### config.mk
export PLATFORM = sky130hd
export DESIGN_NAME = alu_cmd_issuer
export DESIGN_NICKNAME = d
export VERILOG_FILES = /design/src/rtl/alu_cmd_issuer_pkg.sv /design/src/rtl/alu_cmd_issuer_fifo.sv /design/src/rtl/alu_cmd_issuer.sv
export SDC_FILE = /design/constraint.sdc
export NUM_CORES = 1
export LEC_CHECK = 0
export ABC_AREA = 1
export BUFFER_PORTS_ARGS = -buffer_cell sky130_fd_sc_hd__buf_2
export CORE_AREA = 4 4 182 184
export DETAILED_ROUTE_END_ITERATION = 8
export DIE_AREA = 0 0 186 188
export PLACE_DENSITY = 0.69
export SYNTH_ARGS = -nofsm -noshare
export SYNTH_HDL_FRONTEND = slang
export SYNTH_SLANG_ARGS = --single-unit
### constraint.sdc
create_clock -name i_clk -period 6.5 [get_ports i_clk]
set_input_delay 0.975 -clock i_clk [delete_from_list [all_inputs] [get_ports i_clk]]
set_output_delay 0.975 -clock i_clk [all_outputs]
set_load 0.05 [all_outputs]
### src/rtl/alu_cmd_issuer_pkg.sv
// Shared definitions for the ALU command issuer: fixed ALU widths, opcode map,
// FSM state encoding and the command/result FIFO payloads.
package alu_cmd_issuer_pkg;

  localparam int unsigned DATA_W  = 12;
  localparam int unsigned INST_W  = 3;
  localparam int unsigned STATE_W = 2;

  localparam logic [INST_W-1:0] OP_ADD  = 3'b000;
  localparam logic [INST_W-1:0] OP_SUB  = 3'b001;
  localparam logic [INST_W-1:0] OP_MUL  = 3'b010;
  localparam logic [INST_W-1:0] OP_MAC  = 3'b011;
  localparam logic [INST_W-1:0] OP_XNOR = 3'b100;
  localparam logic [INST_W-1:0] OP_RELU = 3'b101;
  localparam logic [INST_W-1:0] OP_MEAN = 3'b110;
  localparam logic [INST_W-1:0] OP_AMAX = 3'b111;
  // Filler driven on idle cycles; a non-MAC op clears the ALU accumulator.
  localparam logic [INST_W-1:0] OP_IDLE = OP_XNOR;

  localparam logic [STATE_W-1:0] S_RUN   = 2'd0;
  localparam logic [STATE_W-1:0] S_CHAIN = 2'd1;
  localparam logic [STATE_W-1:0] S_GAP   = 2'd2;

  typedef struct packed {
    logic              last;
    logic [INST_W-1:0] inst;
    logic [DATA_W-1:0] a;
    logic [DATA_W-1:0] b;
  } cmd_t;

  typedef struct packed {
    logic              overflow;
    logic [DATA_W-1:0] data;
  } res_t;

  function automatic logic is_mac(input logic [INST_W-1:0] inst);
    return inst == OP_MAC;
  endfunction

endpackage

### src/rtl/alu_cmd_issuer_fifo.sv
// Synchronous FIFO with first-word-fall-through read and a running count of
// "marked" entries (used to know whether a chain terminator is queued).
// Ports:
//   clk_i, rst_ni       clock, synchronous active-low reset
//   push_i, wdata_i     write strobe and data; wmark_i tags the written entry
//   pop_i               consume head; rdata_o/rmark_o show the head entry
//   nempty_o, full_o    registered occupancy flags
//   count_o             entries held; mark_count_o marked entries held
module sync_fifo #(
  parameter int unsigned WIDTH = 8,
  parameter int unsigned DEPTH = 8
) (
  input  logic                   clk_i,
  input  logic                   rst_ni,
  input  logic                   push_i,
  input  logic [WIDTH-1:0]       wdata_i,
  input  logic                   wmark_i,
  input  logic                   pop_i,
  output logic [WIDTH-1:0]       rdata_o,
  output logic                   rmark_o,
  output logic                   nempty_o,
  output logic                   full_o,
  output logic [$clog2(DEPTH):0] count_o,
  output logic [$clog2(DEPTH):0] mark_count_o
);

  localparam int unsigned PTR_W = $clog2(DEPTH);
  localparam int unsigned CNT_W = PTR_W + 1;

  logic [WIDTH-1:0] mem_q [DEPTH];
  logic [DEPTH-1:0] mark_q;
  logic [PTR_W-1:0] wr_ptr_q, wr_ptr_d, rd_ptr_q, rd_ptr_d;
  logic [CNT_W-1:0] count_q, count_d, mark_cnt_q, mark_cnt_d;
  logic             nempty_q, full_q;
  logic             do_push, do_pop;

  // Push on a full FIFO is accepted only when the head leaves the same cycle.
  always_comb begin
    do_pop     = pop_i && nempty_q;
    do_push    = push_i && (!full_q || do_pop);
    wr_ptr_d   = do_push ? wr_ptr_q + PTR_W'(1) : wr_ptr_q;
    rd_ptr_d   = do_pop  ? rd_ptr_q + PTR_W'(1) : rd_ptr_q;
    count_d    = count_q + CNT_W'(do_push) - CNT_W'(do_pop);
    mark_cnt_d = mark_cnt_q + CNT_W'(do_push && wmark_i)
                            - CNT_W'(do_pop && mark_q[rd_ptr_q]);
  end

  always_ff @(posedge clk_i) begin
    if (!rst_ni) begin
      wr_ptr_q   <= '0;
      rd_ptr_q   <= '0;
      count_q    <= '0;
      mark_cnt_q <= '0;
      nempty_q   <= 1'b0;
      full_q     <= 1'b0;
    end else begin
      wr_ptr_q   <= wr_ptr_d;
      rd_ptr_q   <= rd_ptr_d;
      count_q    <= count_d;
      mark_cnt_q <= mark_cnt_d;
      nempty_q   <= (count_d != '0);
      full_q     <= (count_d == CNT_W'(DEPTH));
    end
  end

  // Storage needs no reset: occupancy is tracked by the pointers and count.
  always_ff @(posedge clk_i) begin
    if (do_push) begin
      mem_q[wr_ptr_q]  <= wdata_i;
      mark_q[wr_ptr_q] <= wmark_i;
    end
  end

  assign rdata_o      = mem_q[rd_ptr_q];
  assign rmark_o      = mark_q[rd_ptr_q];
  assign nempty_o     = nempty_q;
  assign full_o       = full_q;
  assign count_o      = count_q;
  assign mark_count_o = mark_cnt_q;

endmodule

### src/rtl/alu_cmd_issuer.sv
// Drives the 12-bit ALU from a host command stream and returns its results.
// MAC chains are issued back-to-back only once the whole chain is queued and
// the result path is empty; one forced idle cycle follows every chain.
// Ports:
//   i_clk, i_rst_n                          clock, synchronous active-low reset
//   i_cmd_valid/o_cmd_ready                 host command handshake
//   i_cmd_inst/i_cmd_a/i_cmd_b/i_cmd_last   command payload
//   o_alu_valid/o_alu_inst/o_alu_a/o_alu_b  registered ALU input port
//   i_alu_valid/i_alu_data/i_alu_overflow   ALU result (1-cycle latency)
//   o_res_valid/i_res_ready                 host result handshake
//   o_res_data/o_res_overflow               result payload
module alu_cmd_issuer
  import alu_cmd_issuer_pkg::*;
#(
  parameter int unsigned DEPTH = 8
) (
  input  logic              i_clk,
  input  logic              i_rst_n,
  input  logic              i_cmd_valid,
  output logic              o_cmd_ready,
  input  logic [INST_W-1:0] i_cmd_inst,
  input  logic [DATA_W-1:0] i_cmd_a,
  input  logic [DATA_W-1:0] i_cmd_b,
  input  logic              i_cmd_last,
  output logic              o_alu_valid,
  output logic [INST_W-1:0] o_alu_inst,
  output logic [DATA_W-1:0] o_alu_a,
  output logic [DATA_W-1:0] o_alu_b,
  input  logic              i_alu_valid,
  input  logic [DATA_W-1:0] i_alu_data,
  input  logic              i_alu_overflow,
  output logic              o_res_valid,
  input  logic              i_res_ready,
  output logic [DATA_W-1:0] o_res_data,
  output logic              o_res_overflow
);

  localparam int unsigned CNT_W = $clog2(DEPTH) + 1;
  localparam int unsigned SUM_W = CNT_W + 1;
  localparam int unsigned CMD_W = $bits(cmd_t);
  localparam int unsigned RES_W = $bits(res_t);

  cmd_t             cmd_wdata, cmd_head;
  logic [CMD_W-1:0] cmd_rdata;
  logic [CNT_W-1:0] cmd_count, cmd_last_count, cmd_count_nxt;
  logic             cmd_push, cmd_wmark, cmd_rmark, cmd_nempty, cmd_full;

  res_t             res_wdata, res_head;
  logic [RES_W-1:0] res_rdata;
  logic [CNT_W-1:0] res_count, res_mark_count;
  logic             res_pop, res_rmark, res_nempty, res_full;

  logic [STATE_W-1:0] state_q, state_d;
  logic [CNT_W-1:0]   chain_cnt_q, chain_cnt_d;
  logic [1:0]         outstanding_q, outstanding_d;
  logic               cmd_ready_q, cmd_ready_d;
  logic               alu_valid_q, alu_valid_d;
  logic [INST_W-1:0]  alu_inst_q, alu_inst_d;
  logic [DATA_W-1:0]  alu_a_q, alu_a_d, alu_b_q, alu_b_d;

  logic [SUM_W-1:0] inflight;
  logic             issue, has_credit, drained, chain_ok, head_mac, head_end;
  logic             unused_sigs;

  // Command FIFO: entries tagged when they terminate a MAC chain.
  always_comb begin
    cmd_wdata.last = i_cmd_last;
    cmd_wdata.inst = i_cmd_inst;
    cmd_wdata.a    = i_cmd_a;
    cmd_wdata.b    = i_cmd_b;
  end

  assign cmd_push  = i_cmd_valid && cmd_ready_q;
  assign cmd_wmark = i_cmd_last && is_mac(i_cmd_inst);
  assign cmd_head  = cmd_t'(cmd_rdata);

  sync_fifo #(
    .WIDTH (CMD_W),
    .DEPTH (DEPTH)
  ) u_cmd_fifo (
    .clk_i        (i_clk),
    .rst_ni       (i_rst_n),
    .push_i       (cmd_push),
    .wdata_i      (cmd_wdata),
    .wmark_i      (cmd_wmark),
    .pop_i        (issue),
    .rdata_o      (cmd_rdata),
    .rmark_o      (cmd_rmark),
    .nempty_o     (cmd_nempty),
    .full_o       (cmd_full),
    .count_o      (cmd_count),
    .mark_count_o (cmd_last_count)
  );

  // Result FIFO: space is reserved at issue time, so returns are never dropped.
  always_comb begin
    res_wdata.overflow = i_alu_overflow;
    res_wdata.data     = i_alu_data;
  end

  assign res_pop  = res_nempty && i_res_ready;
  assign res_head = res_t'(res_rdata);

  sync_fifo #(
    .WIDTH (RES_W),
    .DEPTH (DEPTH)
  ) u_res_fifo (
    .clk_i        (i_clk),
    .rst_ni       (i_rst_n),
    .push_i       (i_alu_valid),
    .wdata_i      (res_wdata),
    .wmark_i      (1'b0),
    .pop_i        (res_pop),
    .rdata_o      (res_rdata),
    .rmark_o      (res_rmark),
    .nempty_o     (res_nempty),
    .full_o       (res_full),
    .count_o      (res_count),
    .mark_count_o (res_mark_count)
  );

  assign unused_sigs = ^{res_full, res_mark_count, res_rmark, cmd_rmark};

  // Credit: result slots not yet claimed by held results or in-flight issues.
  assign inflight   = SUM_W'(res_count) + SUM_W'(outstanding_q);
  assign has_credit = inflight < SUM_W'(DEPTH);
  assign drained    = (inflight == '0);
  assign chain_ok   = (cmd_last_count != '0) || cmd_full;
  assign head_mac   = is_mac(cmd_head.inst);
  assign head_end   = head_mac && cmd_head.last;

  // Issue FSM and registered ALU-port next values.
  always_comb begin
    state_d     = state_q;
    chain_cnt_d = chain_cnt_q;
    issue       = 1'b0;
    alu_valid_d = 1'b0;
    alu_inst_d  = OP_IDLE;
    alu_a_d     = '0;
    alu_b_d     = '0;

    case (state_q)
      S_RUN: begin
        if (cmd_nempty) begin
          if (!head_mac && has_credit) begin
            issue = 1'b1;
          end else if (head_mac && chain_ok && drained) begin
            issue       = 1'b1;
            chain_cnt_d = CNT_W'(1);
            state_d     = head_end ? S_GAP : S_CHAIN;
          end
        end
      end
      S_CHAIN: begin
        // The whole chain is already queued, so the head is always present.
        if (cmd_nempty) begin
          issue       = 1'b1;
          chain_cnt_d = chain_cnt_q + CNT_W'(1);
          if (head_end || (chain_cnt_q == CNT_W'(DEPTH - 1))) begin
            state_d = S_GAP;
          end
        end else begin
          state_d = S_GAP;
        end
      end
      S_GAP: begin
        state_d = S_RUN;
      end
      default: begin
        state_d = S_RUN;
      end
    endcase

    if (issue) begin
      alu_valid_d = 1'b1;
      alu_inst_d  = cmd_head.inst;
      alu_a_d     = cmd_head.a;
      alu_b_d     = cmd_head.b;
    end
  end

  // Ready is registered from the next occupancy so it drops on the filling edge.
  always_comb begin
    cmd_count_nxt = cmd_count + CNT_W'(cmd_push) - CNT_W'(issue);
    cmd_ready_d   = (cmd_count_nxt != CNT_W'(DEPTH));
    outstanding_d = outstanding_q + 2'(issue) - 2'(i_alu_valid);
  end

  always_ff @(posedge i_clk) begin
    if (!i_rst_n) begin
      state_q       <= S_RUN;
      chain_cnt_q   <= '0;
      outstanding_q <= '0;
      cmd_ready_q   <= 1'b0;
      alu_valid_q   <= 1'b0;
      alu_inst_q    <= OP_IDLE;
      alu_a_q       <= '0;
      alu_b_q       <= '0;
    end else begin
      state_q       <= state_d;
      chain_cnt_q   <= chain_cnt_d;
      outstanding_q <= outstanding_d;
      cmd_ready_q   <= cmd_ready_d;
      alu_valid_q   <= alu_valid_d;
      alu_inst_q    <= alu_inst_d;
      alu_a_q       <= alu_a_d;
      alu_b_q       <= alu_b_d;
    end
  end

  assign o_cmd_ready    = cmd_ready_q;
  assign o_alu_valid    = alu_valid_q;
  assign o_alu_inst     = alu_inst_q;
  assign o_alu_a        = alu_a_q;
  assign o_alu_b        = alu_b_q;
  assign o_res_valid    = res_nempty;
  assign o_res_data     = res_head.data;
  assign o_res_overflow = res_head.overflow;

endmodule

## After elaboration in Yosys (flattened, before gate mapping)

Memories as Yosys holds them, arrays and structs flattened. A register that Yosys moved wholly into a read port is not among the register bits.
Cells that the tools add are included.

| word-level totals | value |
|---|---|
| register bits | 73 |
| latch bits | 0 |
| RAM bits | 328 |
| bits in read-only memories | 0 |
| input port bits | 46 |
| output and inout port bits | 43 |
| word-level logic and storage cells | 115 |
| memories | 2 |

Memory list:

| name | depth | width | read ports | clocked after memory_dff | write ports | line | text |
|---|---|---|---|---|---|---|---|
| u_cmd_fifo.mem_q | 8 | 28 | 1 | 1 | 1 | alu_cmd_issuer_fifo.sv:30 | `logic [WIDTH-1:0] mem_q [DEPTH];` |
| u_res_fifo.mem_q | 8 | 13 | 1 | 1 | 1 | alu_cmd_issuer_fifo.sv:30 |  |

| operators by class | value |
|---|---|
| add/sub/neg operators | 16 |
| multiply operators | 0 |
| div/mod/pow operators | 0 |
| $lt $le $gt $ge | 4 |
| equal/unequal tests | 12 |
| shift-type cells | 0 |
| multiplexer cells | 31 |
| bitwise gates (word level) | 0 |
| reduce and logical (&&, ||, !) cells | 30 |

Operators by type and width:

| kind | number |
|---|---|
| $add A4 B1 Y4 | 4 |
| $mux W4 | 4 |
| $sub A4 B1 Y4 | 4 |
| $logic_and A1 B1 Y1 | 14 |
| $add A3 B1 Y3 const B | 4 |
| $mux W2 | 6 |
| $mux W3 | 4 |
| $reduce_bool A4 Y1 | 3 |
| $mux W1 | 11 |
| $bwmux W8 | 1 |
| $eq A4 B4 Y1 const B | 2 |
| $lt A3 B4 Y1 const B | 2 |
| $pmux W4 S2 | 1 |
| $eq A3 B2 Y1 const B | 2 |
| $add A4 B2 Y5 | 1 |
| $logic_not A5 Y1 | 1 |
| $lt A5 B4 Y1 const B | 1 |
| $reduce_and A5 Y1 | 1 |
| $add A4 B1 Y4 const B | 1 |
| $eq A4 B3 Y1 const B | 1 |
| $logic_or A1 B1 Y1 | 4 |
| $ne A2 B1 Y1 const B | 2 |
| $ne A2 B2 Y1 const B | 2 |
| $ne A4 B4 Y1 const B | 1 |
| other kinds (14) | 16 |

## Logic depth before layout (Yosys ltp)

Gate-level depths: netlist of run 1.

| depth | value |
|---|---|
| word-level depth | 14 |
| depth in mapped cells | 21 |
| mapped depth without buffers | 21 |

## Cells and area by module

From an unflattened synthesis of run 1, not the netlist that was laid out.

| unflattened totals | value |
|---|---|
| cells, all modules | 1611 |
| area total of the unflattened synthesis | 17352.9 um2 |

By module, submodules not included:

| module | times used | cells an instance | area each (um2) | seq. area each (um2) |
|---|---|---|---|---|
| sync_fifo (u_cmd_fifo) | 1 | 900 | 10222.3 | 7347.0 |
| sync_fifo (u_res_fifo) | 1 | 501 | 5504.0 | 3743.6 |
| alu_cmd_issuer | 1 | 210 | 1626.6 | 740.7 |

## Worst setup path after synthesis of run 1

Ideal clock, no wire load.

| timing path | value |
|---|---|
| path kind | reg-to-reg |
| from | register u_res_fifo.count_q[1], in the netlist u_res_fifo.count_o[1] |
| to | register u_cmd_fifo.mark_q[0], enable pin |
| library setup time | 0.415 ns |
| arrival | 3.158 ns |
| data required time | 6.085 ns |
| slack | 2.927 ns |
| cell stages (with the launch flop) | 14 |
| buffers on the path | 0 |
| clock period less this slack | 3.573 ns |
| cells stage by stage | dfxtp_1 > inv_1 > fa_1 > a21oi_1 > nand4_1 > nor2_1 > nand3_2 > nand2_2 > nand2_4 > nand3_1 > nand2_1 > inv_2 > nand2_2 > nor2_1 |

| on the way | value |
|---|---|
| longest elaborated chain between the ends | 10 |
| elaborated cells on any way between the ends | 12 |
| classes of those cells | add/sub (1); order compare (1); mux (4); reduce/logical (6) |

RTL lines:

| item | line | text |
|---|---|---|
| from (decl) | alu_cmd_issuer_fifo.sv:33 | `logic [CNT_W-1:0] count_q, count_d, mark_cnt_q, mark_cnt_d;` |
| from (signal assigned) | alu_cmd_issuer_fifo.sv:59 | `count_q <= count_d;` |
| $add A4 B2 Y5 * | alu_cmd_issuer.sv:125 | `assign inflight = SUM_W'(res_count) + SUM_W'(outstanding_q);` |
| parallel branches: the longest is 3 deep, another holds $lt A5 B4 Y1 | n/a |  |
| $mux W1 * | alu_cmd_issuer.sv:145 | `if (!head_mac && has_credit) begin` |
| $mux W1 * | alu_cmd_issuer.sv:144 | `if (cmd_nempty) begin` |
| $pmux W1 S2 * | alu_cmd_issuer.sv:142 | `case (state_q)` |
| $logic_and A1 B1 Y1 * | alu_cmd_issuer_fifo.sv:39 | `do_pop = pop_i && nempty_q;` |
| $logic_or A1 B1 Y1 * | alu_cmd_issuer_fifo.sv:40 | `do_push = push_i && (!full_q \|\| do_pop);` |
| $logic_and A1 B1 Y1 * | alu_cmd_issuer_fifo.sv:40 |  |
| net u_cmd_fifo.do_push | alu_cmd_issuer_fifo.sv:35 | `logic do_push, do_pop;` |
| to (signal, indexed assignment) | alu_cmd_issuer_fifo.sv:70 | `mark_q[wr_ptr_q] <= wmark_i;` |
| to (decl) | alu_cmd_issuer_fifo.sv:31 | `logic [DEPTH-1:0] mark_q;` |

Mark *: on every way through the listed nets, which the timed path passes.
A chain may end at the register's enable or synchronous reset.

==> key figures, run 1 <==
Run status
  – Status: completed

Pwr
  – Power per cell area: 426 nW/um^2
  – VDD IR-drop max: 219 uV
  – P_leak: 6.72 nW

Worst setup path
  – Most common cell on crit path: buf_4
  – CP Capture Type: primary output
  – CP startpoint kind: register
  – CP cell instances: buf_4, inv_1, buf_4, o21ai_0, o22ai_1, nor2_1, a31oi_1, buf_2
  – Arr. time, crit path: 2.85 ns
  – Setup Crit Path Kind: register to primary output
  – WP data required: 5.52 ns
  – Max stage delay on crit path: 0.42 ns
  – CP max-delay cell: buf_4
  – Bufs and invs on worst path: 4
  – Worst-path maximum fanout: 53
  – CP delay by family, top: buffers and inverters

Logic synthesis
  – Number of synthesized flops with an enable pin: 336
  – Post-synthesis adder-cell area fraction: 2.67%
  – Top post-synthesis cells by area: edfxtp_1 (63%), dfxtp_1 (8.9%), nand2_1 (4.1%)
  – Synth Area in XOR/XNOR: 0.605%
  – Mux share of post-synthesis cell area: 0%
  – Top cell type's share of synthesized area: 63.4%
  – Post-Syn Area per Cell: 12.6 um^2
  – Area of the mapped netlist: 15,900 um^2
  – Ys async rst share: 0%
  – Largest family of logic cells by synthesized area: compound AO/OA/AOI/OAI gates
  – Synth warn: 0
  – Sequential share of the synthesized area: 72.3%
  – Distinct cells, synth: 38
  – Post-Synth Simple-Gate Area: 9.49%
  – Mapped Cells: 1,265
  – Syn nets: 1,342
  – Post-synth top area cell: edfxtp_1
  – FF+latch count, synth: 407
  – Dominant synthesized flop cell: edfxtp_1
  – Compound-Gate Fraction of Synth Area: 11.1%

Min path
  – Worst hold-check path type: register to register

Clock network
  – CTS tree: yes
  – Total CTS buffers: 42
  – Post-CTS setup buffers: 0
  – Clock sink count: 407
  – CTS Buffer Depth: 3
  – Clk Latency, worst-skew pair: 0.53 ns
  – Root Buffer: clkbuf_16
  – CTS resizes: 0
  – H-tree levels: 2
  – Clk pin slew, worst setup/hold paths: 0.06 ns
  – Hold-fix buffer count after cts: 0

STA
  – Final worst path period share: 58.9%
  – Period minus WS final: 3.83 ns
  – Worst slew pin tran: 1.08 ns
  – Highest Clock Rate: 0.261 GHz
  – Unrepaired setup endpoints after global routing: false
  – Final Skew: 0.0161 ns
  – Setup TNS: 0 ns
  – Max-slew violation count: 0
  – Fin. Hold Viols: 0
  – Fin worst setup slack: 2.67 ns
  – Worst relative slew slack: 27.7%
  – Final Setup Violations: 0

Layout
  – Number of fill cells: 2,444
  – Commonest non-fill, non-tap cell in the layout: edfxtp_1
  – Leading cell types in the layout, fill and taps excluded: edfxtp_1 (336), nand2_1 (173), nor2_1 (141)
  – NumNets Final: 1,421
  – Layout cells sized above 1: 13.7%
  – Post-route cell area: 18,100 um^2
  – P&R area growth vs syn: 13.8%

Floorplan
  – Num rows: 65
  – Chip height: 188 um
  – Core area: 31,400 um^2
  – Die area: 35,000 um^2
  – IO Pins: 89
  – Die W: 186 um
  – Starting Density: 50.7%

Global route
  – GRT Total Usage: 18.6%
  – Final global-route overflow total: 0
  – Global-route wire length before repair: 52,000 um
  – Vias in the first global route: 9,803
  – Initial antenna violation count: 2
  – Largest net degree at the start of global routing: 77

Job
  – Max-cap violation count: 0

Placement
  – DP Wirelength: 18,700 um
  – Dpl ws: 2.72 ns
  – PortBufs: 88
  – Placer Congestion: 0.815
  – Placed inst area: 16,700 um^2

Route
  – Detail Route Antenna Nets: 0
  – Final WL: 32,800 um
  – DR iter-0 viols: 773
  – Vias post-DR: 9,910
  – Drt wl/cell: 18.4 um
  – Vias per std cell: 5.56
  – # DRC: 0
  – DR pass1 iterations: 5
-- layout make-up --
| class | count | area [um^2] | area share (%) |
|---|---|---|---|
| flip-flops and latches | 407 | 11500 | 63.6 |
| multi-input cells | 709 | 3880 | 21.4 |
| clock buffers | 62 | 1210 | 6.66 |
| repair buffers | 99 | 523 | 2.89 |
| well taps | 402 | 503 | 2.78 |
| inverters | 85 | 324 | 1.79 |
| clock inverters | 15 | 165 | 0.911 |
| diodes | 2 | 5.00 | 0.0276 |
-- flip-flops by register name (all words and copies together) (netlist names), named ones only --
name                     count
u_res_fifo.full_o            1
u_cmd_fifo.full_o            1
chain_cnt_q                  4
outstanding_q                2
u_cmd_fifo.mark_count_o      4
u_cmd_fifo.count_o           4
u_cmd_fifo.mem_q           224
o_alu_inst                   3
o_alu_b                     12
u_res_fifo.rd_ptr_q          3
u_res_fifo.mem_q           104
u_cmd_fifo.rd_ptr_q          3
u_res_fifo.nempty_o          1
u_cmd_fifo.mark_q            8
state_q                      2
o_cmd_ready                  1
u_cmd_fifo.nempty_o          1
u_res_fifo.wr_ptr_q          3
o_alu_valid                  1
u_res_fifo.count_o           4
o_alu_a                     12
u_cmd_fifo.wr_ptr_q          3
-- report_power, final --
group / total (W) / internal, W / switching (W)
clock: 0.00236 / 0.00141 / 0.000950
combinational: 0.00218 / 0.000635 / 0.00154
sequential: 0.00319 / 0.00308 / 0.000114
-- metrics by stage --
stage	util [%]	std cells	hold slack [ns]	power [W]
after floorplan	-	1265	0.433	0.00488
after global placement	53.3	1702	0.447	0.00536
after detailed placement	53.3	1702	0.478	0.00542
after CTS	57.7	1779	0.491	0.00780
after global routing	57.7	1781	0.530	0.00815
final	57.7	1781	0.489	0.00773
-- cell usage after synthesis (2+ instances only) --
cell type and count:
nand2_4 3, nor3_1 3, nor3b_1 2, o21ai_0 69
xnor2_1 3, xor2_1 8, nor2_1 153, nand3b_1 5
o21a_1 24, o21ai_1 3, edfxtp_1 336, o22ai_1 13
a211oi_1 2, buf_6 3, nand3_1 23, a21oi_1 116
o211ai_1 2, clkbuf_1 40, nand4_1 4, a221oi_1 48
fa_1 5, dfxtp_1 71, buf_2 10, a22o_1 2
buf_1 10, inv_2 3, ha_1 26, nand2_1 173
a31oi_1 15, nand2_2 3, inv_1 80
-- worst register-to-register path: cells and delay by family (launching register included) --
family,cells,cell delay (ns)
buffers and inverters,2,0.87
DFF,1,0.33
and+or+nand+nor,11,2.19
-- kinds of logic (layout without fill, tap and decap cells) --
| family | count (synthesis) | in the layout |
|---|---|---|
| flip-flops | 407 | 407 |
| AND/OR/NAND/NOR | 372 | 372 |
| AO/OA/AOI/OAI | 295 | 295 |
| buffers and inverters | 149 | 261 |
| adder cells (fa/ha/maj) | 31 | 31 |
| XOR/XNOR | 11 | 11 |
| other | 0 | 2 |
-- path summary, 6_finish.rpt --
kind	slack (ns)	cells past startpoint	start	to
worst max-delay path	2.67	8	register	o_res_data[4]
worst min-delay path	0.49	2	u_res_fifo.rd_ptr_q[2]	u_res_fifo.rd_ptr_q[2]
worst max register to register	2.72	13	register	u_cmd_fifo.mem_q[0][16]
worst min register to register	0.49	2	u_res_fifo.rd_ptr_q[2]	u_res_fifo.rd_ptr_q[2]
-- layer usage --
metal / share of wire, % / vias up / wire length [um] / global-route usage (%)
li1: - / 4709 / - / -
met4: 2.2 / 0 / 715 / 6.05
met2: 48 / 313 / 15800 / 30.5
met5: 0 / - / 0 / 0
met1: 44 / 4837 / 14400 / 25.6
met3: 5.9 / 51 / 1920 / 2.81
Note: power is estimated with default switching activity, not from simulation.
==> run 2, diff against run 1 <==
- PLACE_DENSITY: 0.69 -> 0.72
- clock period: 6.5 -> 3.3 ns (I/O delays scaled with it)
==> key figures, run 2 (synthesis results as in run 1) <==
Clock network
  – Total CTS buffers: 41
  – Clock sink count: 407
  – Clk pin slew, worst setup/hold paths: 0.06 ns
  – Hold-fix buffer count after cts: 0
  – CTS Buffer Depth: 3
  – CTS tree: yes
  – Clk Latency, worst-skew pair: 0.54 ns
  – H-tree levels: 2
  – Root Buffer: clkbuf_16

Layout
  – P&R area growth vs syn: 16.2%
  – Post-route cell area: 18,500 um^2
  – Max FFs per register: 224
  – Final core utilization: 58.9%
  – NumNets Final: 1,461
  – Commonest non-fill, non-tap cell in the layout: edfxtp_1
  – Sequential cell area: 11,500 um^2
  – Leading cell types in the layout, fill and taps excluded: edfxtp_1 (336), nand2_1 (172), nor2_1 (143)
  – Register name with the most flops: u_cmd_fifo.mem_q
  – Number of fill cells: 2,410
  – Layout cells sized above 1: 16.2%
  – Regs by FF count: u_cmd_fifo.mem_q x224, u_res_fifo.mem_q x104
  – Area of the multi-input gates: 3920 um^2

STA
  – Worst relative slew slack: 41.3%
  – Max-slew violation count: 0
  – Final Setup Violations: 0
  – Worst slew pin tran: 0.880 ns
  – Fin. Hold Viols: 0
  – Highest Clock Rate: 0.322 GHz
  – Setup TNS: 0 ns
  – Hold slack: 0.221 ns
  – Final worst path period share: 94.1%
  – Period minus WS final: 3.11 ns
  – Final Skew: 0.0218 ns

Worst setup path
  – Arr. time, crit path: 3.52 ns
  – WP data required: 3.71 ns
  – CP startpoint kind: register
  – Worst-path maximum fanout: 4
  – CP Capture Type: register
  – Setup Crit Path Kind: register to register

Route
  – Vias post-DR: 10,000
  – Vias per std cell: 5.49
  – # DRC: 0
  – Drt wl/cell: 18.6 um
  – DR iter-0 viols: 673
  – Final WL: 33,900 um
  – Detail Route Antenna Nets: 0
  – DR pass1 iterations: 5

Placement
  – PortBufs: 88
  – DP Wirelength: 19,500 um
  – Placer Congestion: 0.770
  – Placed inst area: 17,100 um^2

Global route
  – Largest net degree at the start of global routing: 53
  – GRT Total Usage: 18.9%
  – Global-route wire length before repair: 52,400 um
  – Vias in the first global route: 9,896
  – Initial antenna violation count: 1
  – Final global-route overflow total: 0

Floorplan
  – Core area: 31,400 um^2
  – Starting Density: 50.7%
  – Die area: 35,000 um^2
  – Die W: 186 um
  – IO Pins: 89
  – Num rows: 65
  – Chip height: 188 um

Min path
  – Worst hold-check path type: primary input to register

Job
  – Max-cap violation count: 0

Pwr
  – Total Power: 0.0152 W
  – P_leak: 6.90 nW
  – VDD IR-drop max: 577 uV
  – Power per cell area: 823 nW/um^2

Run status
  – Status: completed
[run 2: cell types whose count changed in the layout (fill, tap and decap cells not counted), sizes merged]
cell    previous run  this run
buf               99       140
inv               85        84
clkbuf            62        64
bufinv             3         1
[run 2: area by class of cell]
cell class	instances	area share [%]
repair buffers	140	5.10
flip-flops and latches	407	62.3
multi-input cells	709	21.2
well taps	402	2.72
clock buffers	64	6.35
clock inverters	12	0.582
inverters	85	1.77
diodes	2	0.0271
[run 2: worst max-delay path: stages, from the launching register on]
cell     delay, ns
dfxtp_2       0.35
ha_4          0.14
inv_1         0.05
fa_2          0.51
nand4_1       0.09
nor2_2        0.14
nand3_2       0.09
nand2_2       0.10
nand2_4       0.07
nand2_2       0.09
ha_4          0.20
inv_1         0.05
ha_2          0.16
inv_1         0.05
fa_1          0.47
inv_1         0.05
o41ai_2       0.31
inv_1         0.08
[run 2: final timing paths]
check / end / slack (ns) / cells after the start / start
max reg2reg: o_cmd_ready / 0.19 / 17 / outstanding_q[0]
min: u_res_fifo.mem_q[2][4] / 0.22 / 1 / i_alu_data[4]
max: o_cmd_ready / 0.19 / 17 / outstanding_q[0]
min reg2reg: u_res_fifo.rd_ptr_q[2] / 0.46 / 2 / u_res_fifo.rd_ptr_q[2]
[run 2: what timing repair did]
item,4_1_cts,5_1_grt
endpoints found under the setup margin,2,6
gates resized for setup,2,14
buffers inserted,0,6
pin swaps,0,4
[run 2: power by group]
| group | leakage (nW) | internal [W] | switching [W] |
|---|---|---|---|
| combinational | 2.65 | 0.00143 | 0.00314 |
| sequential | 3.63 | 0.00606 | 0.000215 |
| clock | 0.618 | 0.00254 | 0.00185 |
| total | 6.90 | 0.0100 | 0.00520 |
[run 2: per-stage QoR]
stage | worst slack, ns | cells
CTS | 0.00184 | 1813
detailed placement | -0.0132 | 1737
global route | -0.0110 | 1819
global placement | 0.120 | 1737
finish | 0.194 | 1821
floorplan | -0.273 | 1265
[run 2: metal layers]
metal  up-vias  track usage [%]  share of wire, %
li1       4777                -                 -
met1      4853             24.9                41
met2       309             32.2                50
met3        62             3.08               6.3
met4         2             5.89               2.3
met5         -                0             0.038
